`config.mk`:
```
export PLATFORM = sky130hd
export DESIGN_NAME = i2c_target
export DESIGN_NICKNAME = d
export VERILOG_FILES = /design/src/rtl/i2c_target.sv
export SDC_FILE = /design/constraint.sdc
export NUM_CORES = 1
export LEC_CHECK = 0
export ABC_AREA = 1
export ABC_CLOCK_PERIOD_IN_PS = 1750
export CAP_MARGIN = 20
export CORE_ASPECT_RATIO = 2
export CORE_MARGIN = 3
export CORE_UTILIZATION = 30
export CTS_CLUSTER_SIZE = 20
export DETAILED_ROUTE_END_ITERATION = 12
export PLACE_DENSITY_LB_ADDON = 0.05
export SLEW_MARGIN = 0
export SYNTH_ARGS = -nofsm -noshare
export SYNTH_HDL_FRONTEND = slang
export SYNTH_SLANG_ARGS = --single-unit
```
`constraint.sdc`:
```
create_clock -name clk -period 1.75 [get_ports clk]
set_input_delay 0.2625 -clock clk [delete_from_list [all_inputs] [get_ports clk]]
set_output_delay 0.2625 -clock clk [all_outputs]
set_load 0.03 [all_outputs]
```
`src/rtl/i2c_target.sv`:
```
// I2C target with 7-bit address (ADDR), oversampled on clk; open-drain SDA via sda_oe.
// Define I2C_GENERAL_CALL_EN to also ACK the general-call address byte 8'h00.
`timescale 1ns/1ps
module i2c_target #(
    parameter logic [6:0] ADDR = 7'h50
) (
    input  logic       clk,
    input  logic       rst_n,
    input  logic       scl_in,
    input  logic       sda_in,
    output logic       sda_oe,
    output logic [7:0] rx_data,
    output logic       rx_valid,
    input  logic [7:0] tx_data,
    output logic       tx_next,
    output logic       busy,
    output logic [3:0] dbg_state
);

    localparam logic [3:0] k_idle     = 4'd0;
    localparam logic [3:0] k_addr     = 4'd1;
    localparam logic [3:0] k_addr_ack = 4'd2;
    localparam logic [3:0] k_rx       = 4'd3;
    localparam logic [3:0] k_rx_ack   = 4'd4;
    localparam logic [3:0] k_tx       = 4'd5;
    localparam logic [3:0] k_tx_ack   = 4'd6;
    localparam logic [3:0] k_wait     = 4'd7;

    logic [3:0] state;
    logic [2:0] bit_ctr;
    logic       byte_full;
    logic [7:0] shift_reg;
    logic       rw;

    logic scl_s1, scl_s2, scl_h;
    logic sda_s1, sda_s2, sda_h;

    // Synchronizers idle at 1 so reset release on a quiet bus decodes no edges.
    always_ff @(posedge clk or negedge rst_n) begin
        if (!rst_n) begin
            scl_s1 <= 1'b1;
            scl_s2 <= 1'b1;
            scl_h  <= 1'b1;
            sda_s1 <= 1'b1;
            sda_s2 <= 1'b1;
            sda_h  <= 1'b1;
        end else begin
            scl_s1 <= scl_in;
            scl_s2 <= scl_s1;
            scl_h  <= scl_s2;
            sda_s1 <= sda_in;
            sda_s2 <= sda_s1;
            sda_h  <= sda_s2;
        end
    end

    logic scl_rise, scl_fall, scl_stable_hi, start_cond, stop_cond, addr_hit, gen_call;

    assign scl_rise      = scl_s2 & ~scl_h;
    assign scl_fall      = ~scl_s2 & scl_h;
    // SCL must be high in both samples, so a simultaneous SCL/SDA change is only an SCL edge.
    assign scl_stable_hi = scl_s2 & scl_h;
    assign start_cond    = scl_stable_hi & sda_h & ~sda_s2;
    assign stop_cond     = scl_stable_hi & ~sda_h & sda_s2;
    assign addr_hit      = (shift_reg[7:1] == ADDR);
`ifdef I2C_GENERAL_CALL_EN
    assign gen_call      = (shift_reg == 8'h00);
`else
    assign gen_call      = 1'b0;
`endif
    assign dbg_state     = state;

    always_ff @(posedge clk or negedge rst_n) begin
        if (!rst_n) begin
            state     <= k_idle;
            bit_ctr   <= 3'd0;
            byte_full <= 1'b0;
            shift_reg <= 8'h00;
            rw        <= 1'b0;
            sda_oe    <= 1'b0;
            rx_data   <= 8'h00;
            rx_valid  <= 1'b0;
            tx_next   <= 1'b0;
            busy      <= 1'b0;
        end else begin
            rx_valid <= 1'b0;
            tx_next  <= 1'b0;
            if (stop_cond) begin
                state     <= k_idle;
                sda_oe    <= 1'b0;
                busy      <= 1'b0;
                bit_ctr   <= 3'd0;
                byte_full <= 1'b0;
            end else if (start_cond) begin
                state     <= k_addr;
                sda_oe    <= 1'b0;
                bit_ctr   <= 3'd0;
                byte_full <= 1'b0;
            end else begin
                case (state)
                    k_addr, k_rx: begin
                        if (scl_rise) begin
                            shift_reg <= {shift_reg[6:0], sda_s2};
                            bit_ctr   <= bit_ctr + 3'd1;
                            if (bit_ctr == 3'd7) byte_full <= 1'b1;
                        end else if (scl_fall && byte_full) begin
                            byte_full <= 1'b0;
                            if (state == k_addr) begin
                                if (addr_hit || gen_call) begin
                                    sda_oe <= 1'b1;
                                    rw     <= shift_reg[0];
                                    busy   <= 1'b1;
                                    state  <= k_addr_ack;
                                end else begin
                                    busy  <= 1'b0;
                                    state <= k_wait;
                                end
                            end else begin
                                rx_data  <= shift_reg;
                                rx_valid <= 1'b1;
                                sda_oe   <= 1'b1;
                                state    <= k_rx_ack;
                            end
                        end
                    end
                    k_addr_ack: begin
                        if (scl_fall) begin
                            if (!rw) begin
                                sda_oe <= 1'b0;
                                state  <= k_rx;
                            end else begin
                                tx_next   <= 1'b1;
                                shift_reg <= tx_data;
                                sda_oe    <= ~tx_data[7];
                                bit_ctr   <= 3'd0;
                                state     <= k_tx;
                            end
                        end
                    end
                    k_rx_ack: begin
                        if (scl_fall) begin
                            sda_oe <= 1'b0;
                            state  <= k_rx;
                        end
                    end
                    k_tx: begin
                        if (scl_rise) begin
                            bit_ctr <= bit_ctr + 3'd1;
                            if (bit_ctr == 3'd7) byte_full <= 1'b1;
                        end else if (scl_fall) begin
                            if (byte_full) begin
                                byte_full <= 1'b0;
                                sda_oe    <= 1'b0;
                                state     <= k_tx_ack;
                            end else begin
                                shift_reg <= {shift_reg[6:0], 1'b0};
                                sda_oe    <= ~shift_reg[6];
                            end
                        end
                    end
                    k_tx_ack: begin
                        // Controller NACK ends the read; ACK fetches the next byte.
                        if (scl_rise && sda_s2) begin
                            state <= k_wait;
                        end else if (scl_fall) begin
                            tx_next   <= 1'b1;
                            shift_reg <= tx_data;
                            sda_oe    <= ~tx_data[7];
                            bit_ctr   <= 3'd0;
                            state     <= k_tx;
                        end
                    end
                    k_idle, k_wait: begin
                        sda_oe <= 1'b0;
                    end
                    default: begin
                        state  <= k_idle;
                        sda_oe <= 1'b0;
                    end
                endcase
            end
        end
    end

endmodule

```
=== Yosys cells after proc, flatten, opt, wreduce, memory -nomap -nowiden ===
Cells that the tools add are included.

* $add $sub $neg: 1
* Multiply operators: 0
* Divide/modulo/power cells: 0
* Magnitude comparators: 0
* Equality and inequality tests: 35
* Shift operators: 0
* Mux-type cells: 74
* Bitwise operators: 17
* Reduce and logical (&&, ||, !) cells: 20

{| class="wikitable"
|+ Operators with widths
! kind !! number
|-
| two-way mux 8 bit || 8
|-
| two-way mux 4 bit || 12
|-
| != test 4 bit, second input constant || 10
|-
| two-way mux 1 bit || 39
|-
| one-hot mux 8 bit (4 select lines) || 1
|-
| two-way mux 3 bit || 9
|-
| one-hot mux 4 bit (6 select lines) || 1
|-
| != test 5 bit, second input constant || 4
|-
| AND reduction 9 bit || 2
|-
| == test 4 x 3 -> 1 bit, second input constant || 4
|-
| != test 2 bit, second input constant || 8
|-
| AND reduction 6 bit || 2
|-
| AND reduction 11 bit || 1
|-
| NOT 1 bit || 10
|-
| one-hot mux 3 bit (3 select lines) || 1
|-
| == test 4 x 2 -> 1 bit, second input constant || 2
|-
| nonzero test 4 bit || 2
|-
| AND 1 bit || 7
|-
| == test 7 bit, second input constant || 1
|-
| AND reduction 7 bit || 1
|-
| nonzero test 2 bit || 3
|-
| one-hot mux 1 bit (5 select lines) || 1
|-
| AND reduction 5 bit || 1
|-
| nonzero test 5 bit || 1
|-
| other kinds (12) || 16
|}

* Register bits after elaboration: 35
* Latch bits: 0
* RAM bits: 0
* Memory bits (read-only): 0
* Input port bits: 12
* Output and inout port bits: 16
* Logic and storage cells: 163
* Memories kept: 0

=== Longest topological paths before layout ===
* Depth in word-level cells: 8
* Gate-level depth with buffers: 11
* Mapped depth without buffers: 10

=== Worst setup path before layout ===
OpenSTA, ideal clock, no wires.

* Kind: register -> register
* From: register state[2] (netlist: dbg_state[2])
* To: register shift_reg[0]
* Library setup time: 0.117 ns
* Data arrival time: 1.577 ns
* Required time: 1.633 ns
* Slack: 0.056 ns
* Stages on the path, launching flop included: 9
* Buffers on the path: 1
* Period minus slack after synthesis: 1.694 ns
* Path through: dfrtp_1 -> buf_4 -> inv_2 -> nand2_1 -> clkinv_1 -> a21oi_4 -> nand4_4 -> nand2_1 -> nand2_1

* Word-level cells in the longest chain between the ends: 4
* Elaborated cells on any way between the ends: 17
* Those cells by class: eq/ne: 13; mux: 1; reduce/logical: 3

{| class="wikitable"
|+ Ends and longest elaborated chain
! item !! RTL line !! RTL
|-
| start: declaration || 29 || <nowiki>logic [3:0] state;</nowiki>
|-
| start signal: assignment || 75 || <nowiki>state <= k_idle;</nowiki>
|-
| start signal: assignment || 89 || <nowiki>state <= k_idle;</nowiki>
|-
| start signal: assignment || 95 || <nowiki>state <= k_addr;</nowiki>
|-
| == test 4 x 1 -> 1 bit or == test 4 x 2 -> 1 bit (tied branches) || 100 || <nowiki>case (state)</nowiki>
|-
| OR reduction 2 bit || 100 ||
|-
| nonzero test 4 bit (no source line) or != test 2 bit (tied branches) || - ||
|-
| AND reduction 11 bit (no source line) || - ||
|-
| end signal: assignment || 103 || <nowiki>shift_reg <= {shift_reg[6:0], sda_s2};</nowiki>
|-
| end signal: assignment || 133 || <nowiki>shift_reg <= tx_data;</nowiki>
|-
| end signal: assignment || 156 || <nowiki>shift_reg <= {shift_reg[6:0], 1'b0};</nowiki>
|-
| end: declaration || 32 || <nowiki>logic [7:0] shift_reg;</nowiki>
|}

Parallel ways exist; a longest one is shown, timed or not.
A chain may end at the register's enable or synchronous reset.

=== Worst setup path in the final report ===
* From: register scl_h
* To: register shift_reg[6]

* Word-level cells in the longest chain between the ends: 5
* Elaborated cells on any way between the ends: 18
* Those cells by class: eq/ne: 6; bitwise: 10; reduce/logical: 2

{| class="wikitable"
|+ Ends and longest elaborated chain
! item !! RTL line !! RTL
|-
| start: declaration || 35 || <nowiki>logic scl_s1, scl_s2, scl_h;</nowiki>
|-
| start signal: assignment || 50 || <nowiki>scl_h <= scl_s2;</nowiki>
|-
| NOT 1 bit or AND 1 bit (tied branches) || 59, 62 ||
|-
| AND 1 bit (on tied branches) || 59, 63, 64 ||
|-
| logical AND 1 bit (tied with other cells) || 163 || <nowiki>if (scl_rise && sda_s2) begin</nowiki>
|-
| != test 2 bit (no source line) or NOT 1 bit (tied branches) || - ||
|-
| AND reduction 11 bit (no source line) * || - ||
|-
| end signal: assignment || 103 ||
|-
| end signal: assignment || 156 ||
|-
| end signal: assignment || 167 || <nowiki>shift_reg <= tx_data;</nowiki>
|}

Every way passes the cells marked *; elsewhere a longest branch is shown, timed or not.

==> flow_summary_export.csv <==
group,metric,value,unit
outcome,status,"finished clean",
drt,routed_length_per_instance,14.16,um
power,total_power,3.845,mW
place,place_congestion,0.9003,
sta,hold_violation_count_in_the_final_report,0,
setup_path,critPathSlowestCell,"sky130_fd_sc_hd__dfstp_2",
setup_path,timing.critical_path.arrival,1970,ps
cts,clockRootBuffer,"sky130_fd_sc_hd__clkbuf_16",
cts,clock_tree.buffer_depth,2,
power,cell_internal_pwr,2.199,mW
place,buffer_ports.inserted,26,
floorplanning,core.rowCount,41,
finish,proportion_of_layout_cells_with_a_drive_suffix_above_1,30.43,%
place,postPlaceCellArea,2570,um2
floorplanning,initial_core_util,31.27,%
setup_path,cp_max_fo,8,
setup_path,cp-start-kind,"flip-flop",
sta,clock.fmax,573.6,MHz
floorplanning,fp.coreArea,6361,um2
finish,utilization,46.34,%
yosys,yosysSeqAreaShare,43.14,%
cts,cts_made_buffers,5,
floorplanning,design.die.area,7703,um2
finish,summed_area_of_non_filler_cells_in_the_final_layout,2948,um2
sta,finalSetupTns,0,ps
power,power.share.clock,24.2,%
cts,insertion_delay,290,ps
drt,drtIter0Drc,54,
drt,detailedRoute.firstPassIterationCount,4,
drt,drc_errors,0,
setup_path,critical-path-top-cell-by-count,"sky130_fd_sc_hd__nand2_4",
sta,postLayoutSetupSlackWorst,6.719,ps
setup_path,worst_setup_path_end_kind,"flip-flop",
drt,wirelength,5.779,mm
drt,number_of_vias_in_the_routed_layout,1885,
setup_path,worst_stage_delay_on_the_critical_path,590,ps
drt,final_antenna_net_count,0,
worst_hold_path,min_delay_path_depth,0,
sta,report.final.slew_viol_count,0,
setup_path,data_required_time_at_the_worst_endpoint,1980,ps
finish,n_antenna_cell,0,
sta,min_period,1743,ps
floorplanning,design.portCount,28,
setup_path,timing.critical_path.cells,"inv_2 -> ha_4 -> buf_6 -> nand2_4 -> inv_4 -> nand2_4 -> nand3b_1 -> nor2_4 -> nand3_1 -> nand2_1",
cts,htree_num_levels,2,
cts,worst_setup_hold_path_clk_slew,60,ps
job,maxCapViolations,0,
power,seq_power_share,27.9,%
drt,drt-vias-per-instance,4.620,
worst_hold_path,min_path_type,"flip-flop to flip-flop",
sta,rsz0062_at_grt,"yes",
floorplanning,die_w,63.58,um
finish,synthToLayoutAreaGrowth,48.18,%
global_routing,number_of_antenna_violations_at_the_first_check_in_global_routing,0,
yosys,synth_area_per_cell,7.564,um2
global_routing,grt_start_max_net_pins,19,
yosys,synth_nets,280,
sta,worst_clock_skew,4.438,ps
floorplanning,fp.dieH,121.2,um
power,netSwitchingFraction,42.82,%
cts,clkSinkCount,34,
setup_path,rr_worst_depth,10,
place,place.detailed.hpwl,4.601,mm
finish,finalNetCount,338,
sta,finalSetupViolations,0,
yosys,synth.distinct_cells,31,
yosys,yosys_warnings,0,
yosys,ys_ff_latch,34,
power,p_leak,1.443,nW
setup_path,worstPathBufferInverterCount,3,
global_routing,gr-total-overflow,0,
power,pwr-share-comb,47.9,%
power,vdd.ir_drop.worst,0.6888,mV
power,switch_pwr,1.647,mW
yosys,netlist_instances,263,
sta,final_min_period_over_clock_period,99.62,%
yosys,post_synth_instance_area,1989,um2
cts,clock_tree_from_tritoncts,"done",
power,power_density,1305,nW/um2
finish,layout.filler_cells,674,
setup_path,critical_path_cell_count,10,
global_routing,gr-usage-all-layers,16.17,%
global_routing,via_count_of_the_first_global_routing_pass,1920,
setup_path,critPathKind,"flip-flop to flip-flop",
place,setup_slack_at_placement,-104.0,ps
global_routing,grt_pass1_wl,9.183,mm
setup_path,largest_delay_share_family_worst_path,"simple AND/OR/NAND/NOR gates",
-- final timing paths --
| kind | start | slack [ps] | to |
|---|---|---|---|
| worst max-delay path | scl_h | 7 | shift_reg[6] |
| worst min-delay path | sda_s1 | 350 | sda_s2 |
| min in group asynchronous | rst_n | 450 | rx_data[0] |
| worst min register to register | sda_s1 | 350 | sda_s2 |
| max in group asynchronous | rst_n | 860 | rx_valid |
| worst max register to register | scl_h | 7 | shift_reg[6] |
-- cells in the mapped netlist, drive strengths merged --
cell	instances	area [um2]
a21oi	9	67.56
a31o	1	8.760
buf	5	30.02
clkinv	1	3.750
conb	1	3.750
dfrtp	28	700.7
dfstp	6	157.7
ha	5	62.56
inv	29	108.9
nand2	94	367.8
nand3	24	125.1
nand3b	1	7.510
nand4	3	33.78
nor2	27	136.4
nor3	2	10.01
o211ai	1	7.510
o21ai	21	120.1
o21bai	4	30.03
o31ai	1	7.510
-- through the flow --
stage | cells | hold slack (ps)
CTS | 408 | 356.4
floorplan | 263 | -33.09
finish | 408 | 354.8
global placement | 398 | 222.0
global route | 408 | 358.1
detailed placement | 398 | 223.9
-- kinds of logic (layout without fill, tap and decap cells) --
group,Yosys count,after routing,share of synthesized area (%)
AOI/OAI and AO/OA,37,37,12.14
adders and majority gates,5,5,3.145
buffers and inverters,35,94,7.169
DFF,34,34,43.14
other,1,1,0.1885
and+or+nand+nor,151,151,34.21
-- placed cells by master, fill, tap and decap left out, drive strengths merged, types with 5 or more instances in the layout --
cell type / count
ha: 5
buf: 30
clkdlybuf4s50: 23
nand3: 24
a21oi: 9
nand2: 94
inv: 30
o21ai: 21
dfrtp: 28
nor2: 27
clkbuf: 6
dfstp: 6
-- area by class of cell --
type | instances | area [um2] | share of cell area, %
multi-input combinational | 194 | 1169 | 39.64
sequential | 34 | 858.3 | 29.12
timing repair buffer | 56 | 540.5 | 18.34
clock buffer | 6 | 138.9 | 4.711
inverter | 30 | 117.6 | 3.990
tap | 86 | 107.6 | 3.650
clock inverter | 2 | 16.27 | 0.5518
-- layer usage --
layer	global-route usage [%]	wire, um
met5	0	0
met4	11.37	271
met3	2.688	172
met2	31.89	3419
met1	13.98	1916
-- power by group through the flow --
| stage | Sequential, mW | Clock [mW] | Combinational (mW) |
|---|---|---|---|
| after CTS | 1.07 | 0.962 | 1.80 |
| after floorplan | 1.12 | 0 | 1.08 |
| after detailed placement | 1.08 | 0 | 1.71 |
| after global routing | 1.10 | 0.997 | 2.04 |
| final | 1.07 | 0.930 | 1.84 |
| after global placement | 1.08 | 0 | 1.72 |
-- worst register-to-register path, stage by stage (launching register included) --
cell,delay (ps)
sky130_fd_sc_hd__dfstp_2,590
sky130_fd_sc_hd__inv_2,60
sky130_fd_sc_hd__ha_4,170
sky130_fd_sc_hd__buf_6,120
sky130_fd_sc_hd__nand2_4,70
sky130_fd_sc_hd__inv_4,50
sky130_fd_sc_hd__nand2_4,50
sky130_fd_sc_hd__nand3b_1,110
sky130_fd_sc_hd__nor2_4,280
sky130_fd_sc_hd__nand3_1,110
sky130_fd_sc_hd__nand2_1,80
-- repair_timing --
item                                    in CTS  in global routing
hold endpoints to repair                    10                  0
buffers inserted                             1                  0
pin swaps                                    8                 18
resized for setup                           20                 32
endpoints found under the setup margin      23                 26
hold buffers                                 1                  0
(Power assumes the default switching activity.)
